### config.mk
export PLATFORM = sky130hd
export DESIGN_NAME = sbox_pipe
export DESIGN_NICKNAME = d
export VERILOG_FILES = /design/src/rtl/aes_gf_pkg.sv /design/src/rtl/gf16_inv.sv /design/src/rtl/spem.sv /design/src/rtl/sbox_pipe.sv
export SDC_FILE = /design/constraint.sdc
export NUM_CORES = 1
export LEC_CHECK = 0
export CAP_MARGIN = 0
export CORE_MARGIN = 2
export CORE_UTILIZATION = 40
export DETAILED_ROUTE_END_ITERATION = 6
export DONT_BUFFER_PORTS = 1
export PLACE_DENSITY = 0.61
export SLEW_MARGIN = 20
export SYNTH_ARGS = -nofsm -noshare
export SYNTH_HDL_FRONTEND = slang
export SYNTH_SLANG_ARGS = --single-unit
### constraint.sdc
create_clock -name clk -period 2.9 [get_ports clk]
set_input_delay 0.435 -clock clk [delete_from_list [all_inputs] [get_ports clk]]
set_output_delay 0.435 -clock clk [all_outputs]
set_load 0.1 [all_outputs]
### src/rtl/aes_gf_pkg.sv
// Types, basis-change/affine matrices and GF(2^2) helpers for the composite-field AES S-box.
// GF(2^4) uses the normal basis (a^8, a^2) over GF(2^2) normal basis (w^2, w).
package aes_gf_pkg;

  typedef logic [7:0] byte_t;
  typedef logic [3:0] nibble_t;

  // Column j (bits [8j+7:8j]) is the image of input bit j.
  typedef logic [7:0][7:0] mat_t;

  // Polynomial basis -> {ah, al}, where x = ah*Y + al and Y^2 + Y + NU = 0.
  localparam mat_t ISO_FWD = {8'h18, 8'hC3, 8'hD2, 8'hC8, 8'h99, 8'h91, 8'h39, 8'h0F};
  localparam mat_t ISO_INV = {8'h64, 8'h78, 8'h6E, 8'h8C, 8'h0C, 8'h51, 8'hB0, 8'hEC};

  localparam mat_t  AFF_MAT     = {8'h8F, 8'hC7, 8'hE3, 8'hF1, 8'hF8, 8'h7C, 8'h3E, 8'h1F};
  localparam byte_t AFF_C       = 8'h63;
  localparam mat_t  INV_AFF_MAT = {8'h25, 8'h92, 8'h49, 8'hA4, 8'h52, 8'h29, 8'h94, 8'h4A};
  localparam byte_t INV_AFF_C   = 8'h05;

  localparam nibble_t NU = 4'h1;

  function automatic logic [1:0] gf4_mul(logic [1:0] x, logic [1:0] y);
    logic e;
    e = (x[1] ^ x[0]) & (y[1] ^ y[0]);
    return {(x[1] & y[1]) ^ e, (x[0] & y[0]) ^ e};
  endfunction

  // Squaring in a normal basis is a swap; it is also the GF(2^2) inverse.
  function automatic logic [1:0] gf4_sq(logic [1:0] x);
    return {x[0], x[1]};
  endfunction

  function automatic logic [1:0] gf4_scl_n(logic [1:0] x);
    return {x[0], x[1] ^ x[0]};
  endfunction

  function automatic byte_t mat_mul(mat_t m, byte_t x);
    byte_t y;
    y = '0;
    for (int j = 0; j < 8; j++) begin
      if (x[j]) y ^= m[j];
    end
    return y;
  endfunction

endpackage

### src/rtl/gf16_inv.sv
// Combinational GF(2^4) inverter: x^-1 = N(x)^-1 * conj(x), with N(x) = x * conj(x) in GF(2^2).
module gf16_inv
  import aes_gf_pkg::*;
(
  input  nibble_t x,
  output nibble_t y
);

  nibble_t conj;
  nibble_t norm;
  nibble_t norm_inv;

  // The conjugate swaps coordinates in this basis; the norm lands in GF(2^2) as {n, n}.
  assign conj     = {x[1:0], x[3:2]};
  assign norm_inv = {gf4_sq(norm[3:2]), gf4_sq(norm[1:0])};

  spem u_norm (
    .a(x),
    .b(conj),
    .p(norm)
  );

  spem u_res (
    .a(norm_inv),
    .b(conj),
    .p(y)
  );

endmodule

### src/rtl/spem.sv
// GF(2^4) multiplier over GF(2^2), normal basis (a^8, a^2).
module spem
  import aes_gf_pkg::*;
(
  input  nibble_t a,
  input  nibble_t b,
  output nibble_t p
);

  logic [1:0] e;

  assign e = gf4_scl_n(gf4_mul(a[3:2] ^ a[1:0], b[3:2] ^ b[1:0]));
  assign p = {gf4_mul(a[3:2], b[3:2]) ^ e, gf4_mul(a[1:0], b[1:0]) ^ e};

endmodule

### src/rtl/sbox_pipe.sv
// Three-stage pipelined AES SubBytes over NBYTES lanes with valid/ready handshake.
// Optional inverse S-box selected per word when SBOX_INV_EN is defined.
module sbox_pipe
  import aes_gf_pkg::*;
#(
  parameter int unsigned NBYTES = 4
) (
  input  logic                clk,
  input  logic                rst_n,
  input  logic                in_valid,
  output logic                in_ready,
  input  logic [8*NBYTES-1:0] in_data,
`ifdef SBOX_INV_EN
  input  logic                inv,
`endif
  output logic                out_valid,
  input  logic                out_ready,
  output logic [8*NBYTES-1:0] out_data
);

  logic v1_q, v2_q, v3_q;
  logic ld1, ld2, ld3;

  // Stage 1 per lane: {ah, al, d}; stage 2: {hi, lo}; stage 3: result byte.
  logic [NBYTES-1:0][11:0] s1_d, s1_q;
  logic [NBYTES-1:0][7:0]  s2_d, s2_q;
  logic [NBYTES-1:0][7:0]  s3_d, s3_q;

`ifdef SBOX_INV_EN
  logic m1_q, m2_q;
`endif

  always_comb begin
    ld3 = !v3_q || out_ready;
    ld2 = !v2_q || ld3;
    ld1 = !v1_q || ld2;
  end

  assign in_ready  = ld1;
  assign out_valid = v3_q;
  assign out_data  = s3_q;

  for (genvar i = 0; i < NBYTES; i++) begin : g_lane
    byte_t   x_in, y_iso, back;
    nibble_t ah_sq, ah_sq_nu, ah_al, al_sq, d_inv;

`ifdef SBOX_INV_EN
    assign x_in = inv ? (mat_mul(INV_AFF_MAT, in_data[8*i+:8]) ^ INV_AFF_C) : in_data[8*i+:8];
`else
    assign x_in = in_data[8*i+:8];
`endif
    assign y_iso = mat_mul(ISO_FWD, x_in);

    spem u_ah_sq (.a(y_iso[7:4]), .b(y_iso[7:4]), .p(ah_sq));
    spem u_nu    (.a(ah_sq),      .b(NU),         .p(ah_sq_nu));
    spem u_ah_al (.a(y_iso[7:4]), .b(y_iso[3:0]), .p(ah_al));
    spem u_al_sq (.a(y_iso[3:0]), .b(y_iso[3:0]), .p(al_sq));

    assign s1_d[i] = {y_iso, ah_sq_nu ^ ah_al ^ al_sq};

    gf16_inv u_inv (
      .x(s1_q[i][3:0]),
      .y(d_inv)
    );

    spem u_hi (.a(s1_q[i][11:8]),                  .b(d_inv), .p(s2_d[i][7:4]));
    spem u_lo (.a(s1_q[i][11:8] ^ s1_q[i][7:4]),   .b(d_inv), .p(s2_d[i][3:0]));

    assign back = mat_mul(ISO_INV, s2_q[i]);
`ifdef SBOX_INV_EN
    assign s3_d[i] = m2_q ? back : (mat_mul(AFF_MAT, back) ^ AFF_C);
`else
    assign s3_d[i] = mat_mul(AFF_MAT, back) ^ AFF_C;
`endif
  end

  always_ff @(posedge clk or negedge rst_n) begin
    if (!rst_n) begin
      v1_q <= 1'b0;
      v2_q <= 1'b0;
      v3_q <= 1'b0;
      s1_q <= '0;
      s2_q <= '0;
      s3_q <= '0;
`ifdef SBOX_INV_EN
      m1_q <= 1'b0;
      m2_q <= 1'b0;
`endif
    end else begin
      if (ld1) v1_q <= in_valid;
      if (ld2) v2_q <= v1_q;
      if (ld3) v3_q <= v2_q;
      if (ld1 && in_valid) s1_q <= s1_d;
      if (ld2 && v1_q)     s2_q <= s2_d;
      if (ld3 && v2_q)     s3_q <= s3_d;
`ifdef SBOX_INV_EN
      if (ld1 && in_valid) m1_q <= inv;
      if (ld2 && v1_q)     m2_q <= m1_q;
`endif
    end
  end

endmodule

### Word-level counts from Yosys, hierarchy flattened

Index checks and enable logic that the tools add are counted.

| cells by class | value |
|---|---|
| add/sub/neg operators | 0 |
| multipliers | 0 |
| divide/modulo/power cells | 0 |
| magnitude comparators | 0 |
| eq/ne operators | 0 |
| shift-type cells | 0 |
| multiplexer cells | 96 |
| bitwise gates (word level) | 632 |
| reduce and logical (&&, ||, !) cells | 9 |

Operator list:

| operator | number |
|---|---|
| 8-bit 2-to-1 mux | 52 |
| 1-bit bitwise XOR | 288 |
| 2-bit bitwise XOR | 88 |
| 5-bit inverter | 32 |
| 1-bit AND | 156 |
| 7-bit 2-to-1 mux | 20 |
| 4-bit inverter | 24 |
| 3-bit inverter | 24 |
| 6-bit 2-to-1 mux | 8 |
| 4-bit bitwise XOR | 12 |
| 5-bit 2-to-1 mux | 8 |
| 4-bit 2-to-1 mux | 8 |
| 2-bit inverter | 8 |
| 1-bit logical AND | 3 |
| 1-bit logical NOT | 3 |
| 1-bit logical OR | 3 |

| storage, ports and cells | value |
|---|---|
| bits in registers | 115 |
| latch bits | 0 |
| RAM bits | 0 |
| memory bits (read-only) | 0 |
| input bits | 36 |
| output and inout port bits | 34 |
| word-level logic and storage cells | 752 |
| memories kept | 0 |

### Longest topological paths before layout

Gate-level depths: netlist (run 1).

| logic depth | value |
|---|---|
| depth in word-level cells | 31 |
| depth in mapped cells | 10 |
| depth with buffers taken out | 9 |

### Cells and area by module

A second synthesis (run 1) with hierarchy kept.

| second synthesis, totals | value |
|---|---|
| cells, all modules | 1,389 |
| area total of the unflattened synthesis | 14,363.8 µm² |

By module, submodules not included:

| module | times used | cells an instance | area each (µm²) | sequential area each (µm²) |
|---|---|---|---|---|
| spem | 32 | 31 | 262.8 | 0.0 |
| sbox_pipe | 1 | 397 | 5,955.7 | 2,877.8 |

### Worst setup path after synthesis (run 1)

OpenSTA, ideal clock, no wires.

| path | value |
|---|---|
| kind | reg2reg |
| start | register v3_q (netlist: out_valid) |
| end | register s1_q[16] (netlist bit) |
| setup time | 0.125 ns |
| data arrival time | 3.226 ns |
| path slack | -0.451 ns |
| stages on the path, launching flop included | 6 |
| clock period less this slack | 3.351 ns |
| cell sequence | dfrtp_1 nor2b_1 nand3_1 nand2_1 clkbuf_1 mux2_2 |

| on the way | value |
|---|---|
| cells in the longest elaborated chain, start to end | 5 |

RTL lines:

| item | RTL line | RTL |
|---|---|---|
| from (decl) | sbox_pipe.sv:21 | `logic v1_q, v2_q, v3_q;` |
| from (signal assigned) | sbox_pipe.sv:92 | `if (ld3) v3_q <= v2_q;` |
| 1-bit logical NOT | sbox_pipe.sv:34 | `ld3 = !v3_q \|\| out_ready;` |
| 1-bit logical OR | sbox_pipe.sv:34 |  |
| 1-bit logical OR | sbox_pipe.sv:35 | `ld2 = !v2_q \|\| ld3;` |
| 1-bit logical OR | sbox_pipe.sv:36 | `ld1 = !v1_q \|\| ld2;` |
| named net in_ready | sbox_pipe.sv:11 | `output logic in_ready,` |
| 1-bit logical AND | sbox_pipe.sv:93 | `if (ld1 && in_valid) s1_q <= s1_d;` |
| to (signal assigned) | sbox_pipe.sv:82 | `s1_q <= '0;` |
| to (signal assigned) | sbox_pipe.sv:93 |  |
| to (decl) | sbox_pipe.sv:25 | `logic [NBYTES-1:0][11:0] s1_d, s1_q;` |

The timed path passes the listed nets, and every way through them passes these cells.
A chain may end at the register's enable or synchronous reset.

### Worst setup path in the final report (run 1)

| path | value |
|---|---|
| start | register s1_q[0] (netlist bit) |
| end | register s2_q[3] (netlist bit) |

| on the way | value |
|---|---|
| cells in the longest elaborated chain, start to end | 16 |
| elaborated cells between the ends (all ways) | 42 |

RTL lines:

| item | RTL line | RTL |
|---|---|---|
| 2-bit bitwise XOR | spem.sv:12 | `assign e = gf4_scl_n(gf4_mul(a[3:2] ^ a[1:0], b[3:2] ^ b[1:0]));` |
| 1-bit bitwise XOR | aes_gf_pkg.sv:24 | `e = (x[1] ^ x[0]) & (y[1] ^ y[0]);` |
| 1-bit bitwise XOR | aes_gf_pkg.sv:25 | `return {(x[1] & y[1]) ^ e, (x[0] & y[0]) ^ e};` |
| 1-bit bitwise XOR | aes_gf_pkg.sv:34 | `return {x[0], x[1] ^ x[0]};` |
| 2-bit bitwise XOR | spem.sv:13 | `assign p = {gf4_mul(a[3:2], b[3:2]) ^ e, gf4_mul(a[1:0], b[1:0]) ^ e};` |
| 2-bit bitwise XOR | spem.sv:12 |  |
| 1-bit bitwise XOR | aes_gf_pkg.sv:24 |  |
| 1-bit AND | aes_gf_pkg.sv:24 |  |
| 1-bit bitwise XOR | aes_gf_pkg.sv:25 |  |
| 1-bit bitwise XOR | aes_gf_pkg.sv:34 |  |
| 2-bit bitwise XOR | spem.sv:13 |  |
| 2-bit bitwise XOR | spem.sv:12 |  |
| 1-bit bitwise XOR | aes_gf_pkg.sv:24 |  |
| 1-bit AND | aes_gf_pkg.sv:24 |  |
| 1-bit bitwise XOR | aes_gf_pkg.sv:25 |  |
| 2-bit bitwise XOR * | spem.sv:13 |  |
| to (signal assigned) | sbox_pipe.sv:83 | `s2_q <= '0;` |
| to (signal assigned) | sbox_pipe.sv:94 | `if (ld2 && v1_q) s2_q <= s2_d;` |
| to (decl) | sbox_pipe.sv:26 | `logic [NBYTES-1:0][7:0] s2_d, s2_q;` |

Every way passes the cells marked *; elsewhere a longest branch is shown, timed or not.

==> results.tsv, run 1 <==
metric	value	unit
status	complete, but fails checks	
violations	hold timing	
routed_wl	23.8	mm
critPathKind	flip-flop to flip-flop	
ys.flop_type	dfrtp_1	
place.gp.congestion	0.862	
drtIter0Drc	453	
endpoint_kind	flip-flop	
yosys_register_bits	115	
slew_viol_final	0	
diodes	0	
cp.required	3.23	ns
r2r-start	s1_q[0]	
clkTransAtPathRegs	0.05	ns
final_nets	1374	
setup_viol_count_final	0	
row_count	60	
post-dp-hpwl	17.4	mm
ioPinCount	70	
worst_hold_path_type	primary input to async pin	
path_max_fanout	5	
cts.sinks	115	
dieArea	29000	sq um
viasPerCell	5.33	
worstReg2RegEnd	s2_q[3]	
synth_top_area_cell	dfrtp_1	
grt_start_max_net_pins	116	
antenna_found_initial	0	
crit_path_cell_trace	ha_4 -> xnor3_2 -> mux2_4 -> a31oi_4 -> a21oi_1 -> o31ai_1 -> o21ai_1 -> xor2_1 -> o21ai_0	
area_growth	12.1	%
dr.pass1.iters	5	
fin_worst_skew	0.0102	ns
clkLatencyLatePin	0.41	ns
cap_viol_max_count	0	
finalCriticalPeriod	2.80	ns
whs	-0.277	ns
h-tree-depth	4	
ys_top_cells_by_area	dfrtp_1 26%, xnor2_1 15%, xor2_1 7.9%	
synthCells	1339	
cpMaxStageDelayCell	xnor3_2	
yosysSeqAreaShare	26.0	%
die_w	170	microns
worst-r2r-cell-count	9	
drive_gt1_share	13.3	%
grt_pass1_vias	8416	
ys_async_sr_fraction	100	%
gr-total-overflow	0	
start_kind	flip-flop	
ant_nets	0	
finalHoldViolCount	115	
grt_usage	16.5	%
max_slew_margin	30.2	%
synth_top_area_share	26.0	%
die_h	170	microns
clock_path_buffers	2	
start_util	40.9	%
cts_inserted_buffers	17	
core_area	27000	sq um
synth-edff-count	0	
clockRootBuffer	clkbuf_16	
synth_area	11100	sq um
clock.fmax	0.357	GHz
syn_nets	1383	
worstPathArrival	3.13	ns
port_buffers	0	
dpl_worst_slack	0.0450	ns
tritoncts	done	
period_share	96.7	%
worst_pin_slew	1.04	ns
fin_ws	0.0970	ns
ys_types	83	
drc_errors	0	
grt_pass1_wl	40.2	mm
wl_per_cell	14.2	microns
via_count	8971	
r2r_setup_slack	0.1	ns
synth_warnings	0	
avgSynthCellArea	8.27	sq um
crit_path_max_incr_delay	0.47	ns
==> kinds of logic (layout without fill, tap and decap cells) <==
group	after synthesis	after routing	synth area share, %
multiplexers	60	60	6.11
adder cells (fa/ha/maj)	8	8	0.905
AO/OA/AOI/OAI	345	345	19.9
buffers and inverters	107	108	3.81
flip-flops	115	115	26.0
XOR/XNOR	304	305	26.1
AND/OR/NAND/NOR	400	400	17.2
==> how the worst max path moves through the flow <==
stage,slack (ns),depth (start not counted),startpoint,end
finish,0.1,9,s1_q[0],s2_q[3]
global route,-0.01,10,s1_q[38],s2_q[30]
CTS,0.03,9,s1_q[1],s2_q[7]
detailed placement,0.04,9,s1_q[1],s2_q[7]
global placement,0.09,10,s1_q[25],s2_q[20]
floorplan,0.02,9,s1_q[1],s2_q[5]
==> stage by stage <==
| step | instances | utilization [%] | area [sq um] | hold WS [ns] | setup TNS (ns) |
|---|---|---|---|---|---|
| detailed placement | 1641 | 42.7 | 11500 | 0.145 | 0 |
| CTS | 1671 | 44.8 | 12100 | -0.301 | 0 |
| global placement | 1641 | 42.7 | 11500 | 0.145 | 0 |
| global route | 1682 | 45.9 | 12400 | -0.300 | -0.0226 |
| floorplan | 1339 | - | 11100 | 0.139 | 0 |
| finish | 1682 | 45.9 | 12400 | -0.277 | 0 |
==> what timing repair did <==
action,4_1_cts,5_1_grt
buffers inserted,0,10
gates resized for setup,0,33
setup endpoints to repair,0,25
hold endpoints to repair,115,115
==> layout by cell type (no fill, tap or decap), types with 4 or more instances in the layout <==
cell type,netlist,layout
mux2_2,26,26
buf_4,0,56
xnor2_1,187,182
inv_1,19,19
o221ai_1,7,6
dfrtp_1,115,112
nor2_1,58,57
o21ai_0,143,141
and2_1,10,9
nand3b_1,10,10
nand2b_1,25,25
a31oi_1,14,13
o21ai_1,9,10
nor3_1,17,17
a211oi_1,6,6
clkbuf_16,0,17
a211oi_2,5,5
a2bb2oi_1,4,4
nor2b_1,19,19
a22oi_1,8,8
xnor2_2,2,7
mux2i_1,30,30
xor2_1,100,100
xnor3_1,6,7
or3_1,7,7
xnor3_2,4,4
ha_1,8,5
o211ai_1,20,20
o21a_1,6,6
a21o_1,6,6
a21oi_1,59,57
or3b_2,4,4
o211a_1,4,4
nand3_1,20,19
o22ai_1,14,14
nand2_1,195,193
and3_1,6,6
nor3b_1,10,10
o31ai_1,5,4
==> sequential cells by signal (all words and copies together) (netlist names) <==
name       count
s1_q          48
out_data      32
s2_q          32
out_valid      1
v1_q           1
v2_q           1
==> routing by layer <==
layer	wire length, microns	global-route usage (%)	vias up
met5	0	0	-
li1	-	-	4622
met3	1110	3.42	28
met4	345	4.65	0
met1	11800	22.9	4168
met2	10600	26.1	153
==> Yosys cell counts, drive strengths merged, types with 19 or more instances <==
| library cell | instances |
|---|---|
| a21oi | 60 |
| buf | 22 |
| clkbuf | 66 |
| dfrtp | 115 |
| inv | 19 |
| mux2 | 27 |
| mux2i | 30 |
| nand2 | 196 |
| nand2b | 25 |
| nand3 | 20 |
| nor2 | 59 |
| nor2b | 19 |
| o211ai | 20 |
| o21ai | 153 |
| xnor2 | 190 |
| xor2 | 101 |
==> final cells by class <==
class | count | area (sq um)
clock buffer | 21 | 450
fill | 2686 | 14600
sequential | 115 | 2880
multi-input combinational | 1118 | 8000
timing repair buffer | 59 | 465
tap | 341 | 427
clock inverter | 9 | 110
inverter | 19 | 71.3
==> worst max-delay path: cells and delay by family (launching register included) <==
kind                     cells  cell delay (ns)
flip-flops                   1             0.41
XOR/XNOR                     2             0.66
multiplexers                 1             0.35
AO/OA/AOI/OAI                5             1.01
adder cells (fa/ha/maj)      1             0.28
Power of run 1 is left out: the tool's default activity adds up to more than one toggle a clock period on the data nets, which glitch-free logic cannot reach.
==> run 2: changes to the inputs <==
Settings changed: PLACE_DENSITY 0.61 to 0.55.
==> results.tsv, run 2 (same netlist as run 1, synthesis figures left out) <==
metric	value	unit	change
worst_pin_slew	1.00	ns	-0.0374 ns
die_h	170	microns	unchanged
tritoncts	done		
clkLatencyLatePin	0.42	ns	about the same
cpMaxStageDelayCell	xnor3_2		
critPathTopFamily	compound AO/OA/AOI/OAI gates		
ioPinCount	70		unchanged
worstPathArrival	3.04	ns	-0.09 ns
clkTransAtPathRegs	0.06	ns	about the same
via_count	8885		-0.96%
placed_area	11500	sq um	-0.28%
dieArea	29000	sq um	unchanged
setup_viol_count_final	0		unchanged
place_inst	1638		-0.18%
violations	hold timing		
drc_errors	0		unchanged
cap_viol_max_count	0		unchanged
row_count	60		unchanged
clock_path_buffers	2		unchanged
port_buffers	0		unchanged
drive_gt1_share	12.8	%	-0.47 points
final_area	12300	sq um	-0.93%
start_util	40.9	%	unchanged
finalCriticalPeriod	2.77	ns	-0.0335 ns
ant_nets	0		unchanged
mostFrequentLayoutCells	192 x nand2_1, 183 x xnor2_1, 140 x o21ai_0, 114 x dfrtp_1, 100 x xor2_1		
viasPerCell	5.30		-0.66%
cts_inserted_buffers	17		unchanged
crit_path_max_incr_delay	0.47	ns	about the same
h-tree-depth	4		unchanged
place.gp.congestion	0.835		-3.1%
r2r-start	s1_q[2]		
cp.required	3.17	ns	-0.06 ns
whs	-0.275	ns	+0.00121 ns
fin_ws	0.131	ns	+0.0335 ns
core_area	27000	sq um	unchanged
grt_pass1_vias	8276		-1.7%
fin_tns_setup	0	ns	unchanged
grt_pass1_wl	40.7	mm	+1.1%
routed_wl	24.0	mm	+0.86%
largest_reg_flops	48		unchanged
max_slew_margin	32.7	%	+2.5 points
fin_worst_skew	0.0102	ns	+0.00000540 ns
area_growth	11.1	%	
drtIter0Drc	428		-5.5%
grt_start_max_net_pins	116		unchanged
critPathKind	flip-flop to flip-flop		
wl_per_cell	14.3	microns	+1.2%
clock.fmax	0.361	GHz	+1.2%
dpl_worst_slack	0.0343	ns	-0.0107 ns
finalHoldViolCount	115		unchanged
period_share	95.5	%	-1.2 points
layoutNonFillerInstCount	1677		-0.30%
layout_commonest_cell	nand2_1		
endpoint_kind	flip-flop		
grt_usage	16.9	%	+0.33 points
start_kind	flip-flop		
cts.sinks	115		unchanged
die_w	170	microns	unchanged
worst_hold_path_type	primary input to async pin		
crit_path_cell_trace	ha_4 -> xnor3_2 -> mux2_4 -> a31oi_4 -> nand2_4 -> o311a_1 -> o22ai_2 -> xor2_1 -> o21ai_0		
crit_path_start	s1_q[2]		
rsz0062_at_grt	true		
dr.pass1.iters	5		unchanged
crit_buf_inv	0		unchanged
diodes	0		unchanged
antenna_found_initial	0		unchanged
clockRootBuffer	clkbuf_16		
largest_register	s1_q		
final_nets	1367		-0.51%
post-dp-hpwl	17.7	mm	+1.7%
path_max_fanout	7		+2
gr-total-overflow	0		unchanged
slew_viol_final	0		unchanged
status	complete, but fails checks		
r2r_setup_slack	0.13	ns	+0.03 ns
[run 2: cell types whose count changed in the layout (fill, tap and decap cells not counted), sizes merged]
cell      change
clkinvlp      +1
clkbuf        -2
inv           +1
clkinv        +1
buf           -6
[run 2: routing by layer]
layer,routed length [microns],global-route usage (%)
met5,0,0
met4,249,4.09
met1,12300,24.0
met2,10400,26.2
met3,1140,3.47
[run 2: path summary, 6_finish.rpt]
kind                            cells after the start        to
worst max-delay path                                9   s2_q[0]
min in group clk                                    1      v1_q
worst min register to register                      2   s2_q[2]
worst max register to register                      9   s2_q[0]
max in group asynchronous                           0  s1_q[27]
worst min-delay path                                0   s2_q[4]
[run 2: cell type report]
class | count | area, sq um
inverter | 19 | 71.3
tap | 341 | 427
fill | 2658 | 14700
clock inverter | 12 | 131
timing repair buffer | 52 | 403
multi-input combinational | 1118 | 7930
clock buffer | 20 | 457
sequential | 115 | 2880
[run 2: worst reg2reg max path, stage by stage (launching register included)]
cell and delay [ns]:
dfrtp_1 0.41, ha_4 0.29, xnor3_2 0.47, mux2_4 0.34, a31oi_4 0.24, nand2_4 0.10
o311a_1 0.37, o22ai_2 0.16, xor2_1 0.16, o21ai_0 0.08
[run 2: repair_timing]
item,4_1_cts,5_1_grt
endpoints found under the setup margin,0,25
buffers inserted,0,6
endpoints found under the hold margin,115,115
gates resized for setup,0,21
[run 2: metrics by stage]
step,utilization [%],hold slack [ns]
detailed placement,42.6,0.145
global route,45.5,-0.299
floorplan,-,0.139
finish,45.5,-0.275
global placement,42.6,0.145
CTS,44.8,-0.309
Power of run 2 is left out for the same reason.
